===== src/rtl/l2_output_encoder_pkg.sv =====
// Shared message types and defaults for the L2 outbound encoder.
package l2_output_encoder_pkg;

  localparam int unsigned L2_OUT_FIFO_DEPTH = 4;

  localparam int unsigned COH_MSG_BITS   = 3;
  localparam int unsigned HPROT_BITS     = 1;
  localparam int unsigned LINE_ADDR_BITS = 28;
  localparam int unsigned WORDS_PER_LINE = 4;
  localparam int unsigned WORD_BITS      = 32;
  localparam int unsigned CACHE_ID_BITS  = 4;

  typedef logic [COH_MSG_BITS-1:0]             coh_msg_t;
  typedef logic [HPROT_BITS-1:0]               hprot_t;
  typedef logic [LINE_ADDR_BITS-1:0]           line_addr_t;
  typedef logic [WORDS_PER_LINE*WORD_BITS-1:0] line_t;
  typedef logic [WORDS_PER_LINE-1:0]           word_mask_t;
  typedef logic [CACHE_ID_BITS-1:0]            cache_id_t;

  typedef struct packed {
    coh_msg_t   coh_msg;
    hprot_t     hprot;
    line_addr_t addr;
    line_t      line;
    word_mask_t word_mask;
  } l2_req_out_t;

  typedef struct packed {
    coh_msg_t   coh_msg;
    cache_id_t  req_id;
    logic       to_req;
    line_addr_t addr;
    line_t      line;
    word_mask_t word_mask;
  } l2_rsp_out_t;

endpackage


===== src/rtl/l2_output_encoder_fifo.sv =====
// Single-channel outbound FIFO: registered count, fall-through head, sticky overflow.
module l2_out_fifo #(
  parameter int unsigned WIDTH = 8,
  parameter int unsigned DEPTH = 4
) (
  input  logic                     clk,
  input  logic                     rst,
  input  logic                     push,
  input  logic [WIDTH-1:0]         din,
  input  logic                     pop,
  output logic [WIDTH-1:0]         dout,
  output logic                     valid,
  output logic [$clog2(DEPTH):0]   count,
  output logic                     ovf
);

  localparam int unsigned AW = $clog2(DEPTH);

  logic [WIDTH-1:0] mem [DEPTH];
  logic [AW-1:0]    wr_ptr;
  logic [AW-1:0]    rd_ptr;
  logic             full;
  logic             do_push;
  logic             do_pop;

  // Fullness is judged on the registered count; a same-cycle pop never frees room.
  assign full    = (count == (AW+1)'(DEPTH));
  assign do_push = push && !full;
  assign do_pop  = pop && valid;
  assign valid   = (count != '0);
  assign dout    = mem[rd_ptr];

  always_ff @(posedge clk or negedge rst) begin
    if (!rst) begin
      for (int unsigned i = 0; i < DEPTH; i++) mem[i] <= '0;
      wr_ptr <= '0;
      rd_ptr <= '0;
      count  <= '0;
      ovf    <= 1'b0;
    end else begin
      if (do_push) begin
        mem[wr_ptr] <= din;
        wr_ptr      <= wr_ptr + AW'(1);
      end
      if (do_pop) rd_ptr <= rd_ptr + AW'(1);
      if (push && full) ovf <= 1'b1;
      unique case ({do_push, do_pop})
        2'b10:   count <= count + (AW+1)'(1);
        2'b01:   count <= count - (AW+1)'(1);
        default: count <= count;
      endcase
    end
  end

endmodule


===== src/rtl/l2_output_encoder.sv =====
// L2 outbound encoder: four independent channel FIFOs plus stall/idle/overflow reduction.
module l2_output_encoder
  import l2_output_encoder_pkg::*;
#(
  parameter int unsigned DEPTH        = L2_OUT_FIFO_DEPTH,
  parameter int unsigned STALL_MARGIN = 1
) (
  input  logic        clk,
  input  logic        rst,
  input  logic        req_out_push,
  input  l2_req_out_t req_out_data,
  output logic        req_out_valid_int,
  input  logic        req_out_ready_int,
  output l2_req_out_t req_out_data_int,
  input  logic        rsp_out_push,
  input  l2_rsp_out_t rsp_out_data,
  output logic        rsp_out_valid_int,
  input  logic        rsp_out_ready_int,
  output l2_rsp_out_t rsp_out_data_int,
  input  logic        rd_rsp_push,
  input  line_t       rd_rsp_data,
  output logic        rd_rsp_valid_int,
  input  logic        rd_rsp_ready_int,
  output line_t       rd_rsp_data_int,
  input  logic        inval_push,
  input  line_addr_t  inval_data,
  output logic        inval_valid_int,
  input  logic        inval_ready_int,
  output line_addr_t  inval_data_int,
  output logic        out_stall,
  output logic        idle,
  output logic [3:0]  ovf_err
);

  localparam int unsigned CW = $clog2(DEPTH) + 1;
  localparam logic [CW-1:0] STALL_AT = CW'(DEPTH - STALL_MARGIN);

  logic [CW-1:0] cnt [4];
  logic [3:0]    ovf;

  l2_out_fifo #(.WIDTH($bits(l2_req_out_t)), .DEPTH(DEPTH)) u_req_out (
    .clk(clk), .rst(rst), .push(req_out_push), .din(req_out_data),
    .pop(req_out_ready_int), .dout(req_out_data_int), .valid(req_out_valid_int),
    .count(cnt[0]), .ovf(ovf[0]));

  l2_out_fifo #(.WIDTH($bits(l2_rsp_out_t)), .DEPTH(DEPTH)) u_rsp_out (
    .clk(clk), .rst(rst), .push(rsp_out_push), .din(rsp_out_data),
    .pop(rsp_out_ready_int), .dout(rsp_out_data_int), .valid(rsp_out_valid_int),
    .count(cnt[1]), .ovf(ovf[1]));

  l2_out_fifo #(.WIDTH($bits(line_t)), .DEPTH(DEPTH)) u_rd_rsp (
    .clk(clk), .rst(rst), .push(rd_rsp_push), .din(rd_rsp_data),
    .pop(rd_rsp_ready_int), .dout(rd_rsp_data_int), .valid(rd_rsp_valid_int),
    .count(cnt[2]), .ovf(ovf[2]));

  l2_out_fifo #(.WIDTH($bits(line_addr_t)), .DEPTH(DEPTH)) u_inval (
    .clk(clk), .rst(rst), .push(inval_push), .din(inval_data),
    .pop(inval_ready_int), .dout(inval_data_int), .valid(inval_valid_int),
    .count(cnt[3]), .ovf(ovf[3]));

  // free <= STALL_MARGIN rewritten as count >= DEPTH - STALL_MARGIN to stay unsigned.
  always_comb begin
    out_stall = 1'b0;
    idle      = 1'b1;
    for (int unsigned i = 0; i < 4; i++) begin
      if (cnt[i] >= STALL_AT) out_stall = 1'b1;
      if (cnt[i] != '0)       idle      = 1'b0;
    end
  end

  assign ovf_err = ovf;

endmodule


===== config.mk =====
export PLATFORM = sky130hd
export DESIGN_NAME = l2_output_encoder
export DESIGN_NICKNAME = d
export VERILOG_FILES = /design/src/rtl/l2_output_encoder_pkg.sv /design/src/rtl/l2_output_encoder_fifo.sv /design/src/rtl/l2_output_encoder.sv
export SDC_FILE = /design/constraint.sdc
export NUM_CORES = 2
export LEC_CHECK = 0
export ABC_CLOCK_PERIOD_IN_PS = 4500
export CAP_MARGIN = 20
export CORE_ASPECT_RATIO = 1.4
export CORE_MARGIN = 3
export CORE_UTILIZATION = 45
export CTS_BUF_LIST = sky130_fd_sc_hd__clkbuf_8 sky130_fd_sc_hd__clkbuf_16
export CTS_CLUSTER_DIAMETER = 50
export DETAILED_ROUTE_END_ITERATION = 6
export PLACE_DENSITY = 0.66
export SLEW_MARGIN = 20
export SYNTH_ARGS = -nofsm -noshare
export SYNTH_HDL_FRONTEND = slang
export SYNTH_SLANG_ARGS = --single-unit

===== constraint.sdc =====
create_clock -name clk -period 4.5 [get_ports clk]
set_input_delay 0.9 -clock clk [delete_from_list [all_inputs] [get_ports clk]]
set_output_delay 0.9 -clock clk [all_outputs]
set_load 0.05 [all_outputs]

==> impl_metrics.prom <==
# TYPE chip_impl_metric gauge
chip_impl_info{name="outcome",value="finished, final reports clean"} 1
chip_impl_metric{name="warning_count_from_the_yosys_run",unit=""} 0
chip_impl_metric{name="initial_core_util",unit=""} 0.453
chip_impl_metric{name="synth-seq-cells",unit=""} 1984
chip_impl_metric{name="cts.sinks",unit=""} 1984
chip_impl_metric{name="timing.final.crit_share",unit=""} 0.950
chip_impl_metric{name="detail_route.iter0.violations",unit=""} 2245
chip_impl_metric{name="final-hold-violation-count",unit=""} 0
chip_impl_metric{name="cts_buffers",unit=""} 206
chip_impl_metric{name="remaining_drc_errors",unit=""} 0
chip_impl_metric{name="cts_max_path_buffers",unit=""} 4
chip_impl_info{name="startpoint_class",value="register"} 1
chip_impl_metric{name="dpl_worst_slack",unit="ns"} 0.875
chip_impl_metric{name="grt_antenna_before_repair",unit=""} 121
chip_impl_metric{name="drive_gt1_frac",unit=""} 0.483
chip_impl_metric{name="grt_overflow",unit=""} 0
chip_impl_metric{name="whs_path_depth",unit=""} 1
chip_impl_metric{name="post_synth_num_cell_types",unit=""} 28
chip_impl_metric{name="total_number_of_placement_rows",unit=""} 189
chip_impl_metric{name="worst_slew_pin_slew",unit="ns"} 0.860
chip_impl_metric{name="timing.reg2reg.worst_path_depth",unit=""} 8
chip_impl_metric{name="timing.critical_path.fanout_max",unit=""} 31
chip_impl_metric{name="syn_area_per_cell",unit="um^2"} 17.6
chip_impl_metric{name="place_congestion",unit=""} 0.800
chip_impl_metric{name="areaGrowthSynthToFinish",unit="%"} 22.9
chip_impl_info{name="tritoncts",value="yes"} 1
chip_impl_metric{name="clk-insertion-delay-late",unit="ns"} 0.85
chip_impl_metric{name="worst-endpoint-arrival",unit="ns"} 3.38
chip_impl_metric{name="num_vias",unit=""} 47800
chip_impl_metric{name="hold-worst-slack",unit="ns"} 0.459
chip_impl_metric{name="postSynthNetCount",unit=""} 5412
chip_impl_metric{name="routed_wl",unit="um"} 229000
chip_impl_metric{name="worst_clock_skew",unit="ns"} 0.0485
chip_impl_metric{name="cts-htree-levels",unit=""} 4
chip_impl_metric{name="crit_required",unit="ns"} 3.60
chip_impl_info{name="timing_worst_setup_path_type",value="register to output port"} 1
chip_impl_info{name="worst_hold_path_type",value="register to register"} 1
chip_impl_metric{name="timing.max_slew.rel_slack",unit=""} 0.424
chip_impl_metric{name="drt-vias-per-instance",unit=""} 5.57
chip_impl_metric{name="reported_max_cap_violation_count",unit=""} 0
chip_impl_metric{name="chipWidth",unit="um"} 375
chip_impl_metric{name="post_synth_inst_count",unit=""} 4890
chip_impl_metric{name="setup_ws",unit="ns"} 0.223
chip_impl_metric{name="grt_first_pass_wirelength",unit="um"} 344000
chip_impl_metric{name="grt_usage",unit=""} 0.231
chip_impl_metric{name="first_pass_iters",unit=""} 5
chip_impl_metric{name="setup_viol",unit=""} 0
chip_impl_metric{name="io_pins",unit=""} 996
chip_impl_metric{name="final_nets",unit=""} 6441
chip_impl_metric{name="layout_min_cycle_time",unit="ns"} 4.28
chip_impl_metric{name="grt_max_degree",unit=""} 136
chip_impl_info{name="cts_root_buffer",value="sky130_fd_sc_hd__clkbuf_16"} 1
chip_impl_metric{name="clk_pin_slew",unit="ns"} 0.06
chip_impl_metric{name="fp.dieH",unit="um"} 523
chip_impl_metric{name="drv_slew",unit=""} 0
chip_impl_metric{name="number_of_global_route_vias_before_repair",unit=""} 52200
chip_impl_info{name="worstSetupEndpointType",value="output port"} 1
chip_impl_metric{name="synth.cell_area",unit="mm^2"} 0.0859
chip_impl_metric{name="synth_seq_area_share",unit=""} 0.578
chip_impl_metric{name="totalNegativeSetupSlack",unit="ns"} 0
chip_impl_metric{name="core",unit="mm^2"} 0.190
chip_impl_metric{name="max_freq",unit="GHz"} 0.234
chip_impl_metric{name="dp.final_hpwl",unit="um"} 156000
chip_impl_info{name="rsz0062_at_grt",value="no"} 1
chip_impl_metric{name="ant_nets",unit=""} 0
chip_impl_metric{name="fp.dieArea",unit="mm^2"} 0.196
chip_impl_metric{name="port_buffers",unit=""} 995
chip_impl_metric{name="detail_route.wl_per_cell",unit="um"} 26.6
critical path, stage by stage (launching register included):
cell,delay [ns]
sky130_fd_sc_hd__dfrtp_4,0.73
sky130_fd_sc_hd__buf_12,0.33
sky130_fd_sc_hd__mux4_2,0.64
sky130_fd_sc_hd__clkdlybuf4s50_1,0.75
Yosys cell counts:
master / instances / area, um^2
sky130_fd_sc_hd__dfrtp_1: 1984 / 49600
sky130_fd_sc_hd__mux2_2: 1952 / 22000
sky130_fd_sc_hd__mux4_2: 488 / 11000
sky130_fd_sc_hd__buf_2: 156 / 781
sky130_fd_sc_hd__buf_6: 100 / 1130
sky130_fd_sc_hd__clkbuf_1: 37 / 139
sky130_fd_sc_hd__buf_1: 21 / 78.8
sky130_fd_sc_hd__ha_1: 20 / 250
sky130_fd_sc_hd__inv_1: 20 / 75.1
sky130_fd_sc_hd__nand2_1: 19 / 71.3
sky130_fd_sc_hd__nor2_1: 12 / 45.0
sky130_fd_sc_hd__xnor2_1: 12 / 105
sky130_fd_sc_hd__xor2_1: 12 / 105
sky130_fd_sc_hd__buf_4: 8 / 60.1
sky130_fd_sc_hd__nor2_2: 8 / 50.1
sky130_fd_sc_hd__nand3_1: 5 / 25.0
sky130_fd_sc_hd__a21o_1: 4 / 30.0
sky130_fd_sc_hd__and2_1: 4 / 25.0
sky130_fd_sc_hd__fa_1: 4 / 80.1
sky130_fd_sc_hd__mux2_1: 4 / 45.0
sky130_fd_sc_hd__nand2b_1: 4 / 25.0
sky130_fd_sc_hd__or3_1: 4 / 25.0
sky130_fd_sc_hd__nor3b_2: 3 / 37.5
sky130_fd_sc_hd__o21ai_0: 3 / 15.0
sky130_fd_sc_hd__a22oi_1: 2 / 15.0
sky130_fd_sc_hd__nor4_1: 2 / 12.5
sky130_fd_sc_hd__mux2i_1: 1 / 10.0
sky130_fd_sc_hd__nor3b_4: 1 / 18.8
logic make-up after synthesis:
| logic type | share of synthesized area |
|---|---|
| buffers and inverters | 0.0263 |
| and+or+nand+nor | 0.00390 |
| xor gates and xnor gates | 0.00245 |
| AOI/OAI and AO/OA | 0.000699 |
| DFF | 0.578 |
| adders and majority gates | 0.00385 |
| muxes | 0.385 |
cell usage in the layout, fill, tap and decap left out, types with 19 or more instances in the layout:
cell type | netlist | routed
sky130_fd_sc_hd__ha_1 | 20 | 20
sky130_fd_sc_hd__mux4_2 | 488 | 488
sky130_fd_sc_hd__clkbuf_16 | 0 | 207
sky130_fd_sc_hd__inv_1 | 20 | 71
sky130_fd_sc_hd__nand2_1 | 19 | 19
sky130_fd_sc_hd__diode_2 | 0 | 27
sky130_fd_sc_hd__buf_4 | 8 | 91
sky130_fd_sc_hd__clkbuf_8 | 0 | 43
sky130_fd_sc_hd__buf_12 | 0 | 63
sky130_fd_sc_hd__clkdlybuf4s50_1 | 0 | 986
sky130_fd_sc_hd__clkinv_2 | 0 | 34
sky130_fd_sc_hd__mux2_2 | 1952 | 1952
sky130_fd_sc_hd__dfrtp_1 | 1984 | 1977
state kept, by name, summed over array words and instances (netlist names), 3 cells and up:
register,count
u_rd_rsp.count,3
u_req_out.mem,656
u_rsp_out.mem,672
u_inval.count,3
u_rsp_out.count,3
u_inval.mem,112
u_rd_rsp.mem,512
u_req_out.count,3
metal layers:
metal  part of all wire  wire (um)  vias to the layer above  global-route usage
met5             0.0044       1010                        -                   0
met4              0.021       4740                      154              0.0504
met3               0.12      26900                      456               0.120
met2               0.46     106000                     1242               0.366
met1               0.39      89800                    25700               0.284
li1                   -          -                    20300                   -
final timing paths:
| kind | startpoint | end | slack, ns |
|---|---|---|---|
| setup reg to reg | u_req_out.count[0]$_DFFE_PN0P_ | u_req_out.count[2]$_DFFE_PN0P_ | 1.87 |
| hold reg to reg | u_rsp_out.ovf$_DFFE_PN0P_ | u_rsp_out.ovf$_DFFE_PN0P_ | 0.46 |
| hold / removal | u_rsp_out.ovf$_DFFE_PN0P_ | u_rsp_out.ovf$_DFFE_PN0P_ | 0.46 |
| min in group asynchronous | rst | u_rd_rsp.mem[332]$_DFFE_PN0P_ | 0.57 |
| max in group asynchronous | rst | u_rsp_out.mem[184]$_DFFE_PN0P_ | 2.22 |
| setup / recovery | u_rd_rsp.rd_ptr[0]$_DFFE_PN0P_ | rd_rsp_data_int[124] | 0.22 |
per-stage QoR:
| step | cells | utilization | area (um^2) |
|---|---|---|---|
| after global placement | 8191 | 0.521 | 98700 |
| after detailed placement | 8191 | 0.521 | 98700 |
| after floorplan | 4890 | - | 85900 |
| after CTS | 8557 | 0.556 | 105000 |
| final | 8586 | 0.556 | 106000 |
| after global routing | 8569 | 0.556 | 106000 |
area by class of cell:
type / count / area (um^2)
fill: 15000 / 84100
sequential: 1984 / 49700
multi-input combinational: 2564 / 34000
timing repair buffer: 1143 / 11900
clock buffer: 250 / 5770
tap: 2483 / 3110
clock inverter: 115 / 928
inverter: 20 / 75.1
antenna: 27 / 67.6
timing repair:
action | 4_1_cts | 5_1_grt
hold endpoints to repair | 0 | 38
gates resized for setup | 0 | 0
endpoints found under the setup margin | 52 | 0
setup buffers | 1 | 0
hold buffers | 0 | 1
Power is left out: the tool's default activity adds up to more than one toggle a clock period on the data nets, which glitch-free logic cannot reach.
